--- config.mk ---
export PLATFORM = sky130hd
export DESIGN_NAME = cache_mem_arbiter
export DESIGN_NICKNAME = d
export VERILOG_FILES = /design/src/rtl/cache_mem_arbiter.sv
export SDC_FILE = /design/constraint.sdc
export NUM_CORES = 1
export LEC_CHECK = 0
export ABC_AREA = 0
export CORE_MARGIN = 4
export CORE_UTILIZATION = 41
export CTS_CLUSTER_DIAMETER = 60
export DETAILED_ROUTE_END_ITERATION = 10
export PLACE_DENSITY = 0.84
export REMOVE_ABC_BUFFERS = 1
export SLEW_MARGIN = 25
export SYNTH_ARGS = -nofsm -noshare
export SYNTH_HDL_FRONTEND = slang
export SYNTH_SLANG_ARGS = --single-unit
export TNS_END_PERCENT = 50
--- constraint.sdc ---
create_clock -name clk -period 5.5 [get_ports clk]
set_input_delay 0.825 -clock clk [delete_from_list [all_inputs] [get_ports clk]]
set_output_delay 0.825 -clock clk [all_outputs]
set_load 0.01 [all_outputs]
--- src/rtl/cache_mem_arbiter.sv ---
// cache_mem_arbiter: two-to-one I-cache/D-cache arbiter for a single external memory port
// Ports:
//   clk, reset                 rising-edge clock, asynchronous active-high reset
//   i_read_request/i_addr      I-cache read request (level) and address
//   i_response/i_read_data     one-cycle I-cache done pulse with read data
//   d_read_request/d_write_request/d_addr/d_write_data   D-cache request (level), write wins
//   d_response/d_read_data     one-cycle D-cache done pulse with read data
//   memory_read_request/memory_write_request/memory_addr/memory_write_data   registered memory strobes
//   memory_response/memory_read_data   memory done pulse with read data
// Macro CACHE_ARB_ROUND_ROBIN_EN: round-robin arbitration; otherwise D always wins over I.
`timescale 1ns/1ps
module cache_mem_arbiter #(
    parameter int ADDR_WIDTH = 32,
    parameter int DATA_WIDTH = 32
) (
    input  logic                  clk,
    input  logic                  reset,
    input  logic                  i_read_request,
    input  logic [ADDR_WIDTH-1:0] i_addr,
    output logic                  i_response,
    output logic [DATA_WIDTH-1:0] i_read_data,
    input  logic                  d_read_request,
    input  logic                  d_write_request,
    input  logic [ADDR_WIDTH-1:0] d_addr,
    input  logic [DATA_WIDTH-1:0] d_write_data,
    output logic                  d_response,
    output logic [DATA_WIDTH-1:0] d_read_data,
    output logic                  memory_read_request,
    output logic                  memory_write_request,
    output logic [ADDR_WIDTH-1:0] memory_addr,
    output logic [DATA_WIDTH-1:0] memory_write_data,
    input  logic                  memory_response,
    input  logic [DATA_WIDTH-1:0] memory_read_data
);
    typedef enum logic [1:0] {IDLE, MEM, RESP} state_t;
    state_t state;
    logic   owner_d;
    logic   d_req;
    logic   grant_d;
    logic   grant_wr;
    assign d_req = d_read_request | d_write_request;
`ifdef CACHE_ARB_ROUND_ROBIN_EN
    logic prefer_d;
    assign grant_d = d_req && (!i_read_request || prefer_d);
`else
    assign grant_d = d_req;
`endif
    assign grant_wr = grant_d && d_write_request;
    always_ff @(posedge clk or posedge reset) begin
        if (reset) begin
            state                <= IDLE;
            owner_d              <= 1'b0;
            i_response           <= 1'b0;
            d_response           <= 1'b0;
            i_read_data          <= '0;
            d_read_data          <= '0;
            memory_read_request  <= 1'b0;
            memory_write_request <= 1'b0;
            memory_addr          <= '0;
            memory_write_data    <= '0;
`ifdef CACHE_ARB_ROUND_ROBIN_EN
            prefer_d             <= 1'b1;
`endif
        end else begin
            i_response <= 1'b0;
            d_response <= 1'b0;
            case (state)
                IDLE: if (i_read_request || d_req) begin
                    state                <= MEM;
                    owner_d              <= grant_d;
                    memory_addr          <= grant_d ? d_addr : i_addr;
                    memory_write_data    <= grant_wr ? d_write_data : '0;
                    memory_write_request <= grant_wr;
                    memory_read_request  <= !grant_wr;
`ifdef CACHE_ARB_ROUND_ROBIN_EN
                    // pointer always moves to the requester that was not just granted
                    prefer_d             <= !grant_d;
`endif
                end
                MEM: if (memory_response) begin
                    state                <= RESP;
                    memory_read_request  <= 1'b0;
                    memory_write_request <= 1'b0;
                    // read data is captured for writes too; the requester ignores it
                    if (owner_d) begin
                        d_read_data <= memory_read_data;
                        d_response  <= 1'b1;
                    end else begin
                        i_read_data <= memory_read_data;
                        i_response  <= 1'b1;
                    end
                end
                RESP: state <= IDLE;
                default: state <= IDLE;
            endcase
        end
    end
endmodule

==> results of run 1 <==
where the power goes:
group	total, mW	internal, mW	switching (mW)
Combinational	2.24	1.38	0.856
Clock	1.36	0.955	0.409
Sequential	1.76	1.49	0.272
registers in the layout (all words and copies together), names as in the netlist, 2 cells and up:
name and cells:
d_read_data 32, i_read_data 32, memory_addr 32, memory_write_data 32, state 2
cells by family after synthesis:
family          after synthesis  share of synthesized area, %
compound gates               36                         4.838
buf+inv                      27                         2.898
flops                       135                         60.20
mux                         129                         27.69
simple gates                 41                         4.370
layer usage:
layer  wire (µm)  share of wire (%)
met5           0                  0
met1        5647                 37
met2        8378                 54
met3        1047                6.8
met4         330                2.1
worst max-delay path, stage by stage:
cell and delay (ns):
clkdlybuf4s50_1 0.41, buf_4 0.23, or2_2 0.36, o21ai_4 0.12
buf_4 0.63, mux2_2 0.41
worst max path at each step:
| stage | from | to | slack, ns | depth (start not counted) |
|---|---|---|---|---|
| after floorplan | reset | d_read_data[0]$_DFFE_PP0P_ | 1.06 | 1 |
| after global placement | d_write_request | memory_addr[31]$_DFFE_PP0P_ | 2.42 | 6 |
| after detailed placement | d_write_request | memory_addr[16]$_DFFE_PP0P_ | 2.36 | 6 |
| after CTS | d_write_request | memory_addr[16]$_DFFE_PP0P_ | 2.79 | 6 |
| after global routing | d_write_request | memory_addr[4]$_DFFE_PP0P_ | 2.69 | 6 |
| final | d_write_request | memory_addr[18]$_DFFE_PP0P_ | 2.77 | 6 |
area by class of cell:
cell class / instances / area, µm² / area share, %
clock buffers: 20 / 446.7 / 4.894
clock inverters: 12 / 270.3 / 2.961
inverters: 4 / 17.52 / 0.1919
multi-input cells: 206 / 2088 / 22.88
flip-flops and latches: 135 / 3378 / 37.02
well taps: 176 / 220.2 / 2.413
repair buffers: 272 / 2705 / 29.64
Yosys cell counts (all sizes together):
cell and number:
nor2 2, nand2 3, and3 32, or2 1
clkbuf 6, nand3b 1, mux2i 3, mux2 126
a31o 1, and2 1, a21o 32, o21ai 2
buf 17, a22o 1, nand2b 1, dfrtp 135
inv 4
stage by stage:
stage	std cells	power (mW)	util, %
floorplan	345	2.698	-
detailed placement	793	4.033	62.96
global placement	793	3.937	62.96
CTS	825	5.425	68.34
finish	825	5.360	68.37
global route	825	5.631	68.37
==> key figures, run 1 <==
Global route
  • Largest net degree at the start of global routing: 68
  • Global Route met1 Usage: 21.15%
  • Vias in the first global route: 4533
  • Global-route wire length before repair: ~24000 µm
  • Grt total ovfl: 0
  • Initial antenna violation count: 0
  • Global-route met3 utilization: 6.354%
  • Most used routing layer: met2
  • M2 GR Usage: 35.21%
  • GR Util All Layers: 19.43%

Pwr
  • Peak VDD IR: about 0.32 mV
  • Pwr/cell area: 587.4 nW/µm²
  • Pleak: 4.246 nW

Finish
  • Final #Nets: 770
  • Synthesis-to-layout area growth: 62.63%
  • Commonest non-fill, non-tap cell in the layout: clkdlybuf4s50_1
  • # diodes: 0
  • Fin area: 9126 µm²
  • Share of layout cells above drive strength 1: a little over a quarter
  • Fillers: 1000
  • Commonest cells after routing, fill and taps aside: clkdlybuf4s50_1 (265), dfrtp_1 (135), mux2_2 (98), and3_1 (32), a21o_1 (32)

Drt
  • Drt drc: 0
  • DR iter-0 viols: 158
  • Pre-antenna DRT Iters: 5
  • DR WL/cell: around 19 µm
  • Routed wire length: about 15000 µm
  • Via count: a little over 4k
  • Final ANT Viol Nets: 0
  • Vias per cell: roughly 4.9

Synthesis
  • Synth top area cells: dfrtp_1 (60%), mux2_2 (20%), mux2_4 (7.5%), a21o_1 (4.3%), and3_1 (3.6%)
  • Mapped cell area: 5612 µm²
  • Post-Syn Instances: 368
  • #FFs+latches synth: 135
  • Largest area contributor in the netlist: dfrtp_1
  • Synth Warn #: 0
  • Synth Area per Inst: approximately 15 µm²
  • Top-area cell type share of the netlist area: 60.20%
  • Seq/Total Area, Yosys: 60.20%
  • Synth cell types: 21

Critical path
  • Worst-path fanout max: 67
  • Worst setup EP type: register
  • R2R setup slack: ~3.5 ns
  • Crit Reg-Reg Startpoint: state[0]$_DFFE_PP0P_
  • Crit Path Category: input port to register
  • Worst EP arrival: around 3.0 ns
  • R2R depth: 4
  • Critical path launch point type: input port
  • Critical path data required time: 5.79 ns
  • RR Endpoint: memory_addr[18]$_DFFE_PP0P_

Hold path
  • WHS Endpoint: memory_write_data[15]$_DFFE_PP0P_
  • WHS Path Cells: 1
  • Min-Delay Path Class: register to register
  • Worst hold start: memory_write_data[15]$_DFFE_PP0P_

Die
  • Die H: 125.0 µm
  • I/O pin count: 266
  • Die Footprint: ~16000 µm²
  • FP Rows: 42
  • Chip Width: between 100 and 150 µm
  • Core area: around 13000 µm²
  • Initial Utilization: approximately 42%

STA
  • Period Utilization, post-route: 49.73%
  • Slew margin rel.: approximately 48%
  • Final Hold Fails: 0
  • Unrepaired setup endpoints after global routing: false
  • Final hold slack: 0.4749 ns
  • Post-layout min period: 2.735 ns
  • Max Freq: 365.6 MHz
  • Slew Viols, Final: 0
  • Final WS setup: 2.765 ns
  • Post-Route Setup TNS: 0 ns
  • Slew @ Worst Pin: 0.7863 ns
  • Skew final: 0.004921 ns
  • Final setup viols: 0

CTS
  • Cts hold-fix bufs: 0
  • CTS resizes: 0
  • H-tree Lvls: 4
  • Clock Path Buffers: 2
  • Clk slew on worst S/H paths: 0.06 ns
  • CTS tree: built
  • CTS buffer count: 17
  • Clock sink count: roughly 140
  • Clock insertion delay at the later pin of the skew report: 0.41 ns
  • Post-CTS Setup Repair Bufs: 0
  • Clk root buf: clkbuf_16

Job
  • MaxCap Viol Count: 0

Place
  • Setup WS pre-CTS: 2.356 ns
  • DP Wirelength: roughly 11000 µm
  • Gpl congestion: 0.7770
  • Placed Instance Area: 8404 µm²
  • Port bufs: 265

Status
  • Status: completed
Power figures use the tool's default switching activity.
==> run 2, diff against run 1 <==
- CORE_UTILIZATION: 41 -> 37
- PLACE_DENSITY: 0.84 -> 0.81
- clock period: 5.5 -> 2.4 ns (I/O delays scaled with it)
==> run 2 against run 1 <==
Compared with the run above:
- design area is 0.27% higher
- register-to-register slack got worse by 2.7 ns
- core utilization down 6.1 points
- critical path type is now register to primary output
- via count is 0.49% lower
- critical endpoint is now memory_write_data[5]
==> key figures, run 2 (synthesized netlist as in run 1, its figures left out) <==
Status
  • Status: completed

STA
  • Final hold slack: 0.4086 ns (-0.06629 ns)
  • Period Utilization, post-route: between 70% and 80%
  • Slew Viols, Final: 0 (unchanged)
  • Unrepaired setup endpoints after global routing: false
  • Slew @ Worst Pin: 0.3666 ns (-0.4196 ns)
  • Skew final: 0.008943 ns (+0.004022 ns)
  • Max Freq: around 590 MHz
  • Post-layout min period: approximately 1.7 ns
  • Final Hold Fails: 0 (unchanged)
  • Slew margin rel.: 75.56% (+28 points)
  • Final WS setup: 0.7021 ns (-2.063 ns)
  • Final setup viols: 0 (unchanged)

Drt
  • Final ANT Viol Nets: 0 (unchanged)
  • Met2 Wirelength: 8400 µm (+0.26%)
  • DR iter-0 viols: 131 (-17%)
  • Routed wire length: 15370 µm (-0.19%)
  • Via count: 4044 (-0.49%)
  • DR WL met3: 1035 µm (-1.1%)
  • Drt drc: 0 (unchanged)
  • Vias per cell: 4.837 (-1.8%)
  • DR top layer: met4
  • Pre-antenna DRT Iters: 4 (-1)
  • Metal-1 WL: 5580 µm (-1.2%)
  • DR WL/cell: 18.39 µm (-1.5%)

Global route
  • Vias in the first global route: 4629 (+2.1%)
  • Initial antenna violation count: 0 (unchanged)
  • GR Util All Layers: 17.84% (-1.6 points)
  • Grt total ovfl: 0 (unchanged)
  • Largest net degree at the start of global routing: 70 (+2.9%)
  • Global-route wire length before repair: 24530 µm (+1.9%)

Critical path
  • Worst-path fanout max: 2 (-97%)
  • R2R setup slack: 0.86 ns (-2.66 ns)
  • Worst EP arrival: 1.34 ns (-1.68 ns)
  • CP bufs+invs: 1 (-2)
  • Crit Reg-Reg Startpoint: state[1]$_DFFE_PP0P_
  • Cell family with most CP delay: buffers and inverters
  • Crit Path Category: register to primary output
  • RR Endpoint: i_read_data[31]$_DFFE_PP0P_
  • Critical Path, Cell by Cell: clkdlybuf4s50_1
  • Critical path launch point type: register
  • CP startpoint: memory_write_data[5]$_DFFE_PP0P_
  • Critical path data required time: 2.04 ns (-3.75 ns)
  • Worst setup EP type: primary output
  • R2R depth: 4 (unchanged)
  • Critical-path top delay cell: clkdlybuf4s50_1
  • CP max stage delay: 0.58 ns (-0.05 ns)

Finish
  • Synthesis-to-layout area growth: 63.08%
  • Fin cells: 836 (+1.3%)
  • Final #Nets: 774 (+0.52%)
  • Fillers: 1086 (+8.6%)
  • Commonest non-fill, non-tap cell in the layout: clkdlybuf4s50_1
  • Commonest cells after routing, fill and taps aside: clkdlybuf4s50_1 (265), dfrtp_1 (135), mux2_2 (98), and3_1 (32), a21o_1 (32)
  • # diodes: 0 (unchanged)
  • Share of layout cells above drive strength 1: 25.92% (-0.12 points)
  • Fin area: 9151 µm² (+0.27%)

Pwr
  • Pwr/cell area: 1312 nW/µm² (+120%)
  • Peak VDD IR: 0.6236 mV (+94%)
  • Power, Total: 12.00 mW (+120%)
  • Pleak: 4.252 nW (+0.14%)

Die
  • FP Rows: 44 (+4.8%)
  • I/O pin count: 266 (unchanged)
  • Initial Utilization: 38.18% (-3.9 points)
  • Chip Width: 131.2 µm (+4.9%)
  • Die Footprint: 17200 µm² (+10%)
  • Core area: 14700 µm² (+10%)
  • Die H: 131.2 µm (+4.9%)

Place
  • Placed Instance Area: 8537 µm² (+1.6%)
  • Gpl congestion: 0.7707 (-0.81%)
  • DP Wirelength: 11560 µm (+2.5%)
  • Setup WS pre-CTS: 0.2883 ns (-2.067 ns)
  • Port bufs: 265 (unchanged)
  • Dpl cells: 805 (+1.5%)

CTS
  • Post-CTS Setup Repair Bufs: 0 (unchanged)
  • CTS tree: built
  • CTS resizes: 0 (unchanged)
  • Cts hold-fix bufs: 0 (unchanged)
  • Clock insertion delay at the later pin of the skew report: 0.41 ns (about the same)
  • Clk slew on worst S/H paths: 0.06 ns (about the same)
  • Clock Path Buffers: 2 (unchanged)
  • Clock sink count: 135 (unchanged)
  • H-tree Lvls: 4 (unchanged)
  • Clk root buf: clkbuf_16
  • CTS buffer count: 17 (unchanged)

Hold path
  • Min-Delay Path Class: input port to async pin

Job
  • MaxCap Viol Count: 0 (unchanged)
## run 2: changes by cell type in the layout (fill, tap and decap cells not counted), sizes merged
| cell | change |
|---|---|
| buf | +4 |
| clkinvlp | -1 |
| bufinv | -4 |
| clkbuf | +4 |
## run 2: tightest hold or removal path: cells and delay by family
family	cells	cell delay [ns]
buf+inv	3	0.85
## run 2: per-layer routing
| layer | track usage, % | up-vias |
|---|---|---|
| met2 | 32.86 | 156 |
| met4 | 6.593 | 0 |
| li1 | - | 1849 |
| met3 | 6.613 | 26 |
| met5 | 0 | - |
| met1 | 18.56 | 2013 |
## run 2: worst max-delay path by stage
stage,endpoint,slack [ns],depth (start not counted)
after global routing,memory_write_data[3]$_DFFE_PP0P_,0.65,6
after global placement,memory_addr[14]$_DFFE_PP0P_,0.33,5
after detailed placement,memory_write_data[15]$_DFFE_PP0P_,0.29,6
after CTS,i_read_data[7],0.67,1
after floorplan,d_read_data[0]$_DFFE_PP0P_,-1.57,1
final,memory_write_data[5],0.70,1
## run 2: area by class of cell
| class | count | area, µm² | share of cell area [%] |
|---|---|---|---|
| Clock buffer | 24 | 471.7 | 5.154 |
| Clock inverter | 7 | 142.6 | 1.559 |
| Inverter | 4 | 17.52 | 0.1914 |
| Multi-Input combinational cell | 206 | 2088 | 22.82 |
| Sequential cell | 135 | 3378 | 36.92 |
| Tap cell | 184 | 230.2 | 2.516 |
| Timing Repair Buffer | 276 | 2823 | 30.84 |
## run 2: where the power goes
part	total, mW	switching (mW)	internal, mW
clock	2.71	0.921	1.79
combinational	5.27	2.01	3.27
sequential	4.01	0.601	3.41
## run 2: through the flow
step / util, % / setup TNS [ns]
after floorplan: - / -280.80
after global placement: 58.08 / 0
after detailed placement: 58.08 / 0
after CTS: 62.26 / 0
after global routing: 62.26 / 0
final: 62.26 / 0
